--- src/rtl/dmem_dma_arbiter.sv ---
// Shares one single-port data memory between the CPU and a burst-read DMA engine.
// The CPU wins by default; a pending DMA read is forced through after MAX_WAIT denied cycles.
module dmem_dma_arbiter #(
  parameter int MAX_WAIT = 4
) (
  input  logic        clock,
  input  logic        reset,
  input  logic        cpu_req,
  input  logic        cpu_wren,
  input  logic [11:0] cpu_addr,
  input  logic [31:0] cpu_data,
  output logic [31:0] cpu_q,
  output logic        cpu_stall,
  input  logic        dma_start,
  input  logic [11:0] dma_base,
  input  logic [4:0]  dma_len,
  output logic        dma_busy,
  output logic [31:0] dma_q,
  output logic        dma_valid,
  output logic        dma_done,
  output logic        ram_wEn,
  output logic [11:0] ram_addr,
  output logic [31:0] ram_dataIn,
  input  logic [31:0] ram_dataOut
);

  typedef enum logic [1:0] {
    IDLE  = 2'd0,
    BURST = 2'd1,
    DRAIN = 2'd2
  } state_t;

  localparam logic [3:0] WAIT_LIM = 4'(MAX_WAIT);

  state_t      state;
  logic [11:0] ptr;
  logic [4:0]  rem;
  logic [3:0]  wait_cnt;
  logic        dma_gnt;
  logic        vld_p1;
  logic [31:0] word_p1;

  assign dma_gnt    = (state == BURST) && (!cpu_req || (wait_cnt == WAIT_LIM));
  assign cpu_stall  = cpu_req && dma_gnt;
  assign ram_addr   = dma_gnt ? ptr : cpu_addr;
  assign ram_wEn    = !dma_gnt && cpu_req && cpu_wren;
  assign ram_dataIn = cpu_data;
  assign cpu_q      = ram_dataOut;

  // RAM data for a grant arrives the cycle after it; present it live then, hold it afterwards
  assign dma_valid = vld_p1;
  assign dma_q     = vld_p1 ? ram_dataOut : word_p1;

  always_ff @(posedge clock or posedge reset) begin
    if (reset) begin
      state    <= IDLE;
      ptr      <= '0;
      rem      <= '0;
      wait_cnt <= '0;
      vld_p1   <= 1'b0;
      word_p1  <= '0;
      dma_done <= 1'b0;
      dma_busy <= 1'b0;
    end else begin
      vld_p1   <= dma_gnt;
      dma_done <= 1'b0;
      if (vld_p1) begin
        word_p1 <= ram_dataOut;
      end
      case (state)
        IDLE: begin
          wait_cnt <= '0;
          if (dma_start && (dma_len != 5'd0)) begin
            ptr      <= dma_base;
            rem      <= dma_len;
            dma_busy <= 1'b1;
            state    <= BURST;
          end
        end
        BURST: begin
          if (dma_gnt) begin
            ptr      <= ptr + 12'd1;
            rem      <= rem - 5'd1;
            wait_cnt <= '0;
            if (rem == 5'd1) begin
              dma_done <= 1'b1;
              state    <= DRAIN;
            end
          end else if (cpu_req && (wait_cnt != WAIT_LIM)) begin
            wait_cnt <= wait_cnt + 4'd1;
          end
        end
        DRAIN: begin
          wait_cnt <= '0;
          dma_busy <= 1'b0;
          state    <= IDLE;
        end
        default: begin
          wait_cnt <= '0;
          dma_busy <= 1'b0;
          state    <= IDLE;
        end
      endcase
    end
  end

endmodule

--- config.mk ---
export PLATFORM = sky130hd
export DESIGN_NAME = dmem_dma_arbiter
export DESIGN_NICKNAME = d
export VERILOG_FILES = /design/src/rtl/dmem_dma_arbiter.sv
export SDC_FILE = /design/constraint.sdc
export NUM_CORES = 1
export LEC_CHECK = 0
export CAP_MARGIN = 10
export CELL_PAD_IN_SITES_DETAIL_PLACEMENT = 2
export CELL_PAD_IN_SITES_GLOBAL_PLACEMENT = 2
export CORE_MARGIN = 2
export CORE_UTILIZATION = 23
export CTS_BUF_LIST = sky130_fd_sc_hd__clkbuf_8
export CTS_CLUSTER_DIAMETER = 120
export CTS_CLUSTER_SIZE = 10
export DETAILED_ROUTE_END_ITERATION = 8
export GPL_TIMING_DRIVEN = 0
export PLACE_DENSITY_LB_ADDON = 0.1
export SLEW_MARGIN = 15
export SYNTH_ARGS = -nofsm -noshare
export SYNTH_HDL_FRONTEND = slang
export SYNTH_SLANG_ARGS = --single-unit
--- constraint.sdc ---
create_clock -name clock -period 3.4 [get_ports clock]
set_input_delay 0.68 -clock clock [delete_from_list [all_inputs] [get_ports clock]]
set_output_delay 0.68 -clock clock [all_outputs]
set_load 0.05 [all_outputs]
-- After elaboration in Yosys (flattened, before gate mapping)
Cells that the tools add are included.
- input bits: 98
- word-level logic and storage cells: 55
- bits in registers: 58
- reductions and logical operators: 15
- eq/ne operators: 8
- add/subtract/negate cells: 3
- bitwise logic cells: 1
- muxes and demuxes: 20
- operator list (kind ; number):
    12-bit two-way mux ; 3
    32-bit two-way mux ; 1
    12-bit case mux with 2 select lines ; 1
    12-bit by 1-bit adder with 12-bit output, second input constant ; 1
    4-bit two-way mux ; 3
    5-bit two-way mux ; 2
    5-bit case mux with 2 select lines ; 1
    1-bit logical AND ; 6
    2-bit two-way mux ; 3
    3-bit AND reduction ; 2
    5-bit by 1-bit equality test with 1-bit output, second input constant ; 1
    5-bit nonzero test ; 1
    5-bit by 1-bit subtractor with 5-bit output, second input constant ; 1
    4-bit by 1-bit adder with 4-bit output, second input constant ; 1
    4-bit by 3-bit equality test with 1-bit output, second input constant ; 1
    1-bit two-way mux ; 4
    2-bit != test, second input constant ; 2
    4-bit by 3-bit != test with 1-bit output, second input constant ; 1
    2-bit case mux with 2 select lines ; 1
    3-bit by 2-bit != test with 1-bit output, second input constant ; 1
    2-bit by 1-bit equality test with 1-bit output, second input constant ; 1
    1-bit zero test ; 2
    2-bit zero test ; 1
    2-bit by 1-bit != test with 1-bit output, second input constant ; 1
    other kinds (5) ; 5

-- Longest topological paths before layout
Gate-level depths: netlist (run 1).
- depth in word-level cells: 6
- mapped depth: 8
- gate-level depth less buffers: 7

-- Worst setup path before layout (run 1)
Ideal clock, no wire load.
- kind: reg-to-output
- start: register wait_cnt[0]
- end: output port ram_wEn
- arrival: 1708 ps
- stages on the path, launching flop included: 7
- required time: 2720 ps
- buffers on the path: 1
- setup slack: 1012 ps
- cells stage by stage: dfrtp_1 inv_1 ha_1 nand3b_1 a21oi_4 buf_4 nor2_1
- longest elaborated chain between the ends: 6
- RTL lines (what ; line ; source):
    start, declared ; 38 ; logic [3:0] wait_cnt;
    start signal, assigned ; 90 ; wait_cnt <= wait_cnt + 4'd1;
    4-bit by 3-bit equality test with 1-bit output ; 43 ; assign dma_gnt = (state == BURST) && (!cpu_req || (wait_cnt == WAIT_LIM));
    1-bit logical OR ; 43 ;
    1-bit logical AND ; 43 ;
    via dma_gnt ; 39 ; logic dma_gnt;
    1-bit zero test ; 46 ; assign ram_wEn = !dma_gnt && cpu_req && cpu_wren;
    1-bit logical AND (2 in a row) ; 46 ;
    end, declared ; 21 ; output logic ram_wEn,
The timed path passes the listed nets, and every way through them passes these cells.

-- Worst setup path after layout (run 1)
- start: input port cpu_req
- end: output port ram_wEn
- longest elaborated chain between the ends: 6
- RTL lines (what ; line ; source):
    start, declared ; 8 ; input logic cpu_req,
    1-bit zero test ; 43 ;
    1-bit logical OR ; 43 ;
    1-bit logical AND ; 43 ;
    via dma_gnt ; 39 ;
    1-bit zero test ; 46 ;
    1-bit logical AND (2 in a row) ; 46 ;
The timed path passes the listed nets, and every way through them passes these cells.

==> reports/metrics.yaml, run 1 <==
post_dp_cell_area_um2: 5330
wl_per_cell_um: 16.1
rr_worst_depth: 8
nets: 605
grt_max_degree: 33
start_util: 0.237
io_buffers: 178
setup_slack_ns: 0.202
yosysMostFrequentCell: "buf_4"
yosys.cell_types.count: 36
reg2reg_from: "wait_cnt[0]"
p_int_w: 0.00231
fp.dieW_um: 124
ys_top_cells_by_count: "buf_4 (66), dfrtp_1 (58), mux2_2 (44)"
cts_buffers: 9
drt-pass1-iter-count: 4
arrival_ns: 2.52
crit_type: "in -> out"
cp-end-kind: "output pin"
power_per_cell_area_nw_per_um2: 795
grt_overflow: 0
power_switching_w: 0.00209
worst_setup_path_start_kind: "primary input"
grtUsageTotal: 0.145
clockRootBuffer: "clkbuf_8"
cp_max_fo: 10
drv_slew: 0
cts_buffer_depth: 2
dieArea_um2: 15300
seqPwrFrac: 0.257
drv_cap: 0
whs_path_depth: 1
clkPwrFrac: 0.147
status: "finished, final reports clean"
critPathLaunch: "cpu_req"
clk_latency_ns: 0.34
diodes: 0
synth_largest_area_cell: "dfrtp_1"
gp_congestion: 0.701
drive_above_1_share: 0.294
finalSetupViolCount: 0
worstPathRequired_ns: 2.72
synthFlopType: "dfrtp_1"
final_cell_area_um2: 5540
synthCells: 311
drc: 0
grt_first_pass_wirelength_mm: 17.0
hold_ws_ns: 0.496
synth-edff-count: 0
ios: 211
ys_seq_area_frac: 0.440
cts_tree: "done"
fin_skew_ns: 0.00976
swShare: 0.475
clkSinkCount: 58
grt_most_used_layer: "met2"
fmax_mhz: 313
path_clk_slew_ns: 0.07
first_iter_violations: 77
cts_hold_buffers: 0
num_rows: 43
power_w: 0.00440
setup-tns-final_ns: 0
hold_class: "reg -> reg"
vias_per_cell: 4.33
cp-endpoint: "ram_wEn"
hold_violations: 0
yosysTopAreaCellShare: 0.440
grt_pass1_vias: 3102
ys_warn_count: 0
irDropWorstVdd_mv: 0.291
synthArstFlopShare: 1.00
dp_hpwl_mm: 8.71
antenna_left: 0
rsz0062_at_grt: "no"
met2_usage: 0.249
grt_antenna_before_repair: 0
synth_fp_nets: 414
r2r_end: "ptr[2]"
core_um2: 13900
relSlewSlack: 0.628
yosys_register_bits: 58
tightestPinTransition_ns: 0.557
die_h_um: 124
fin_crit_ns: 3.20
nFillCells: 1511
post-route-period-util: 0.941
leakage_nw: 2.46
syn_area_um2: 3300
finalWirelength_mm: 11.1
met3_usage: 0.0311
htreeDepth: 3
synth.avg_cell_area_um2: 10.6
synth_area_leaders: "dfrtp_1 (44%), buf_4 (15%), mux2_2 (15%)"
pre_cts_slack_ns: -0.290
via_count: 2973
ff2ff_setup_slack_ns: 1.53
areaGrowthSynthToFinish_pct: 68.1
use_met1: 0.181
combPwrFrac: 0.596
## placed cells by master (no fill, tap or decap), types with 2 or more instances in the layout
cell type        count
clkbuf_1             3
and3_1               4
nand4_1              2
dfrtp_1             58
buf_2                5
nor3_1               4
clkdlybuf4s50_1    165
a21o_1               2
nand3_1              9
dlygate4sd2_1        6
o2bb2ai_1            2
ha_1                 5
inv_1               12
a31oi_1              4
dlymetal6s2s_1       7
a22oi_2              2
o21ai_0             11
buf_6                3
buf_4               67
o21ai_2              3
clkbuf_8            11
nand2_1             20
a21oi_1             15
a21oi_2              7
o22ai_1              3
nor2_1              16
mux2_2              44
## layout make-up
class / instances / area [µm²] / share of cell area
multi-input cells: 166 / 1240 / 0.224
inverters: 10 / 40.0 / 0.00723
clock inverters: 5 / 46.3 / 0.00835
flip-flops and latches: 58 / 1450 / 0.262
plain buffers: 77 / 566 / 0.102
repair buffers: 180 / 1820 / 0.328
clock buffers: 11 / 151 / 0.0273
well taps: 180 / 225 / 0.0406
## critical path: stages
cell and delay, ns:
clkdlybuf4s50_1 0.62, a21oi_4 0.09, buf_4 0.19, nor2_1 0.11, clkdlybuf4s50_1 0.81
## per-layer routing
metal  share of wire  vias to the layer above
met3           0.079                        9
met4           0.011                        0
met5               0                        -
li1                -                     1384
met1            0.41                     1465
met2            0.50                      115
## worst min-delay path by stage
stage,endpoint,from,slack (ns)
finish,word_p1[6],word_p1[6],0.50
global route,word_p1[18],word_p1[18],0.52
CTS,word_p1[18],word_p1[18],0.50
detailed placement,word_p1[22],word_p1[22],0.49
global placement,wait_cnt[0],wait_cnt[0],0.48
floorplan,wait_cnt[0],wait_cnt[0],0.45
## kinds of logic (layout without fill, tap and decap cells)
kind of cell,after synthesis,in the layout,share of synthesized area
flops,58,58,0.440
buf+inv,87,283,0.183
compound gates,55,55,0.118
mux,45,45,0.153
xor+xnor,2,2,0.00531
fa+ha+maj,5,5,0.0190
simple gates,59,59,0.0808
## registers in the layout, indices dropped and copies added (netlist names)
register,flops
word_p1,32
ptr,12
dma_busy,1
rem,5
dma_valid,1
state,2
wait_cnt,4
dma_done,1
## per-stage QoR
stage | cells | util
6_report | 687 | 0.398
5_1_grt | 687 | 0.398
4_1_cts | 687 | 0.396
3_5_place_dp | 670 | 0.382
3_3_place_gp | 669 | 0.381
2_1_floorplan | 311 | -
## power by group through the flow
stage	clock network, W	registers, W	logic [W]
finish	0.000646	0.00113	0.00263
global route	0.000701	0.00118	0.00282
CTS	0.000674	0.00114	0.00267
detailed placement	0	0.00115	0.00268
global placement	0	0.00114	0.00261
floorplan	0	0.00112	0.00183
## timing repair
item | in CTS | in global routing
pin swaps | 1 | 0
setup buffers | 1 | 0
resized for setup | 6 | 7
endpoints found under the setup margin | 13 | 7
(Power assumes the default switching activity.)
==> run 2: changes to the inputs <==
- ABC_CLOCK_PERIOD_IN_PS: not set -> 3400
- SLEW_MARGIN: 15 -> not set
==> reports/metrics.yaml, run 2 (synthesized netlist as in run 1, its figures left out) <==
gp_congestion: 0.701  # unchanged
clk_latency_ns: 0.34  # about the same
io_buffers: 178  # unchanged
drv_cap: 0  # unchanged
ios: 211  # unchanged
cts_buffers: 9  # unchanged
clockRootBuffer: "clkbuf_8"  # unchanged
vias_per_cell: 4.34  # was 4.33
htreeDepth: 3  # unchanged
fp.dieW_um: 124  # unchanged
hold_ws_ns: 0.496  # about the same
start_util: 0.237  # unchanged
power_switching_w: 0.00210  # was 0.00209 W
drive_above_1_share: 0.294  # unchanged
areaGrowthSynthToFinish_pct: 67.3  # was 68.1%
fmax_mhz: 312  # was 313 MHz
grtUsageTotal: 0.146  # was 0.145
finalWirelength_mm: 11.1  # about the same
diodes: 0  # unchanged
clkSinkCount: 58  # unchanged
relSlewSlack: 0.578  # was 0.628
finalSetupViolCount: 0  # unchanged
seqCellArea_um2: 1450  # unchanged
seqPwrFrac: 0.259  # was 0.257
drt-pass1-iter-count: 4  # unchanged
clkPwrFrac: 0.148  # was 0.147
largest_reg_flops: 32  # unchanged
grt_pass1_vias: 3085  # was 3102
setup_slack_ns: 0.198  # was 0.202 ns
hold_violations: 0  # unchanged
num_rows: 43  # unchanged
cp-end-kind: "output pin"  # unchanged
worstPathRequired_ns: 2.72  # about the same
via_count: 2982  # was 2973
rr_worst_depth: 8  # unchanged
fin_crit_ns: 3.20  # about the same
irDropWorstVdd_mv: 0.323  # was 0.291 mV
nets: 605  # unchanged
swShare: 0.478  # was 0.475
fin_skew_ns: 0.00832  # was 0.00976 ns
cts_buffer_depth: 2  # unchanged
drc: 0  # unchanged
first_iter_violations: 97  # was 77
tightestPinTransition_ns: 0.632  # was 0.557 ns
cp_max_fo: 10  # unchanged
regMostFlops: "word_p1"  # unchanged
final_cell_mix: "clkdlybuf4s50_1 (165), buf_4 (67), dfrtp_1 (58)"  # unchanged
power_w: 0.00439  # was 0.00440 W
worst_setup_path_start_kind: "primary input"  # unchanged
rsz0062_at_grt: "no"  # unchanged
wl_per_cell_um: 16.1  # about the same
cts_hold_buffers: 0  # unchanged
antenna_left: 0  # unchanged
dp_hpwl_mm: 8.71  # about the same
grt_max_degree: 33  # unchanged
multi_input_area_um2: 1240  # unchanged
cts_tree: "done"  # unchanged
whs_path_depth: 1  # unchanged
grt_first_pass_wirelength_mm: 17.0  # about the same
final_common_cell: "clkdlybuf4s50_1"  # unchanged
leakage_nw: 2.42  # was 2.46 nW
drv_slew: 0  # unchanged
die_h_um: 124  # unchanged
p_int_w: 0.00229  # was 0.00231 W
path_clk_slew_ns: 0.07  # about the same
power_per_cell_area_nw_per_um2: 795  # about the same
dieArea_um2: 15300  # unchanged
core_um2: 13900  # unchanged
crit_type: "in -> out"  # unchanged
pre_cts_slack_ns: -0.297  # was -0.290 ns
status: "finished, final reports clean"  # unchanged
combPwrFrac: 0.593  # was 0.596
grt_antenna_before_repair: 0  # unchanged
nFillCells: 1513  # was 1511
largestRegisters: "word_p1 x32, ptr x12, rem x5"  # unchanged
post-route-period-util: 0.942  # was 0.941
arrival_ns: 2.52  # about the same
grt_overflow: 0  # unchanged
hold_class: "reg -> reg"  # unchanged
[run 2: power groups by stage]
| stage | Sequential (W) | Clock [W] | Combinational (W) |
|---|---|---|---|
| 2_1_floorplan | 0.00112 | 0 | 0.00183 |
| 3_3_place_gp | 0.00114 | 0 | 0.00261 |
| 3_5_place_dp | 0.00115 | 0 | 0.00268 |
| 4_1_cts | 0.00114 | 0.000678 | 0.00265 |
| 5_1_grt | 0.00118 | 0.000702 | 0.00280 |
| 6_report | 0.00113 | 0.000649 | 0.00260 |
[run 2: worst max-delay path, stage by stage]
cell and delay [ns]:
clkdlybuf4s50_1 0.62, a21oi_4 0.10, buf_4 0.19, nor2_1 0.11
clkdlybuf4s50_1 0.81
[run 2: worst paths after layout]
kind,slack (ns),to,start
setup / recovery,0.20,ram_wEn,cpu_req
min in group asynchronous,0.75,word_p1[0],reset
hold reg to reg,0.50,word_p1[6],word_p1[6]
max in group asynchronous,2.05,ptr[2],reset
setup reg to reg,1.53,ptr[2],wait_cnt[0]
hold / removal,0.50,word_p1[6],word_p1[6]
[run 2: area by class of cell]
class,count,area share
clock buffers,11,0.0274
clock inverters,5,0.00839
plain buffers,77,0.103
flip-flops and latches,58,0.263
inverters,10,0.00680
well taps,180,0.0408
repair buffers,180,0.326
multi-input cells,166,0.225
[run 2: metrics by stage]
step	TNS [ns]	cell area, µm²	util	std cells
final	0	5520	0.396	687
after global routing	0	5520	0.396	687
after CTS	0	5510	0.396	687
after detailed placement	-1.72	5320	0.382	670
after global placement	-1.67	5300	0.381	669
after floorplan	0	3300	-	311
[run 2: layer usage]
| layer | share of wire | global-route usage | vias to the layer above |
|---|---|---|---|
| li1 | - | - | 1381 |
| met3 | 0.079 | 0.0288 | 8 |
| met5 | 0 | 0 | - |
| met2 | 0.50 | 0.247 | 120 |
| met1 | 0.41 | 0.185 | 1473 |
| met4 | 0.0081 | 0.0490 | 0 |
[run 2: timing repair]
action                                  4_1_cts  5_1_grt
endpoints found under the setup margin       13        1
endpoints found under the hold margin         0        0
buffers inserted                              1        0
gates resized for setup                      12        1
pin swaps                                     1        0
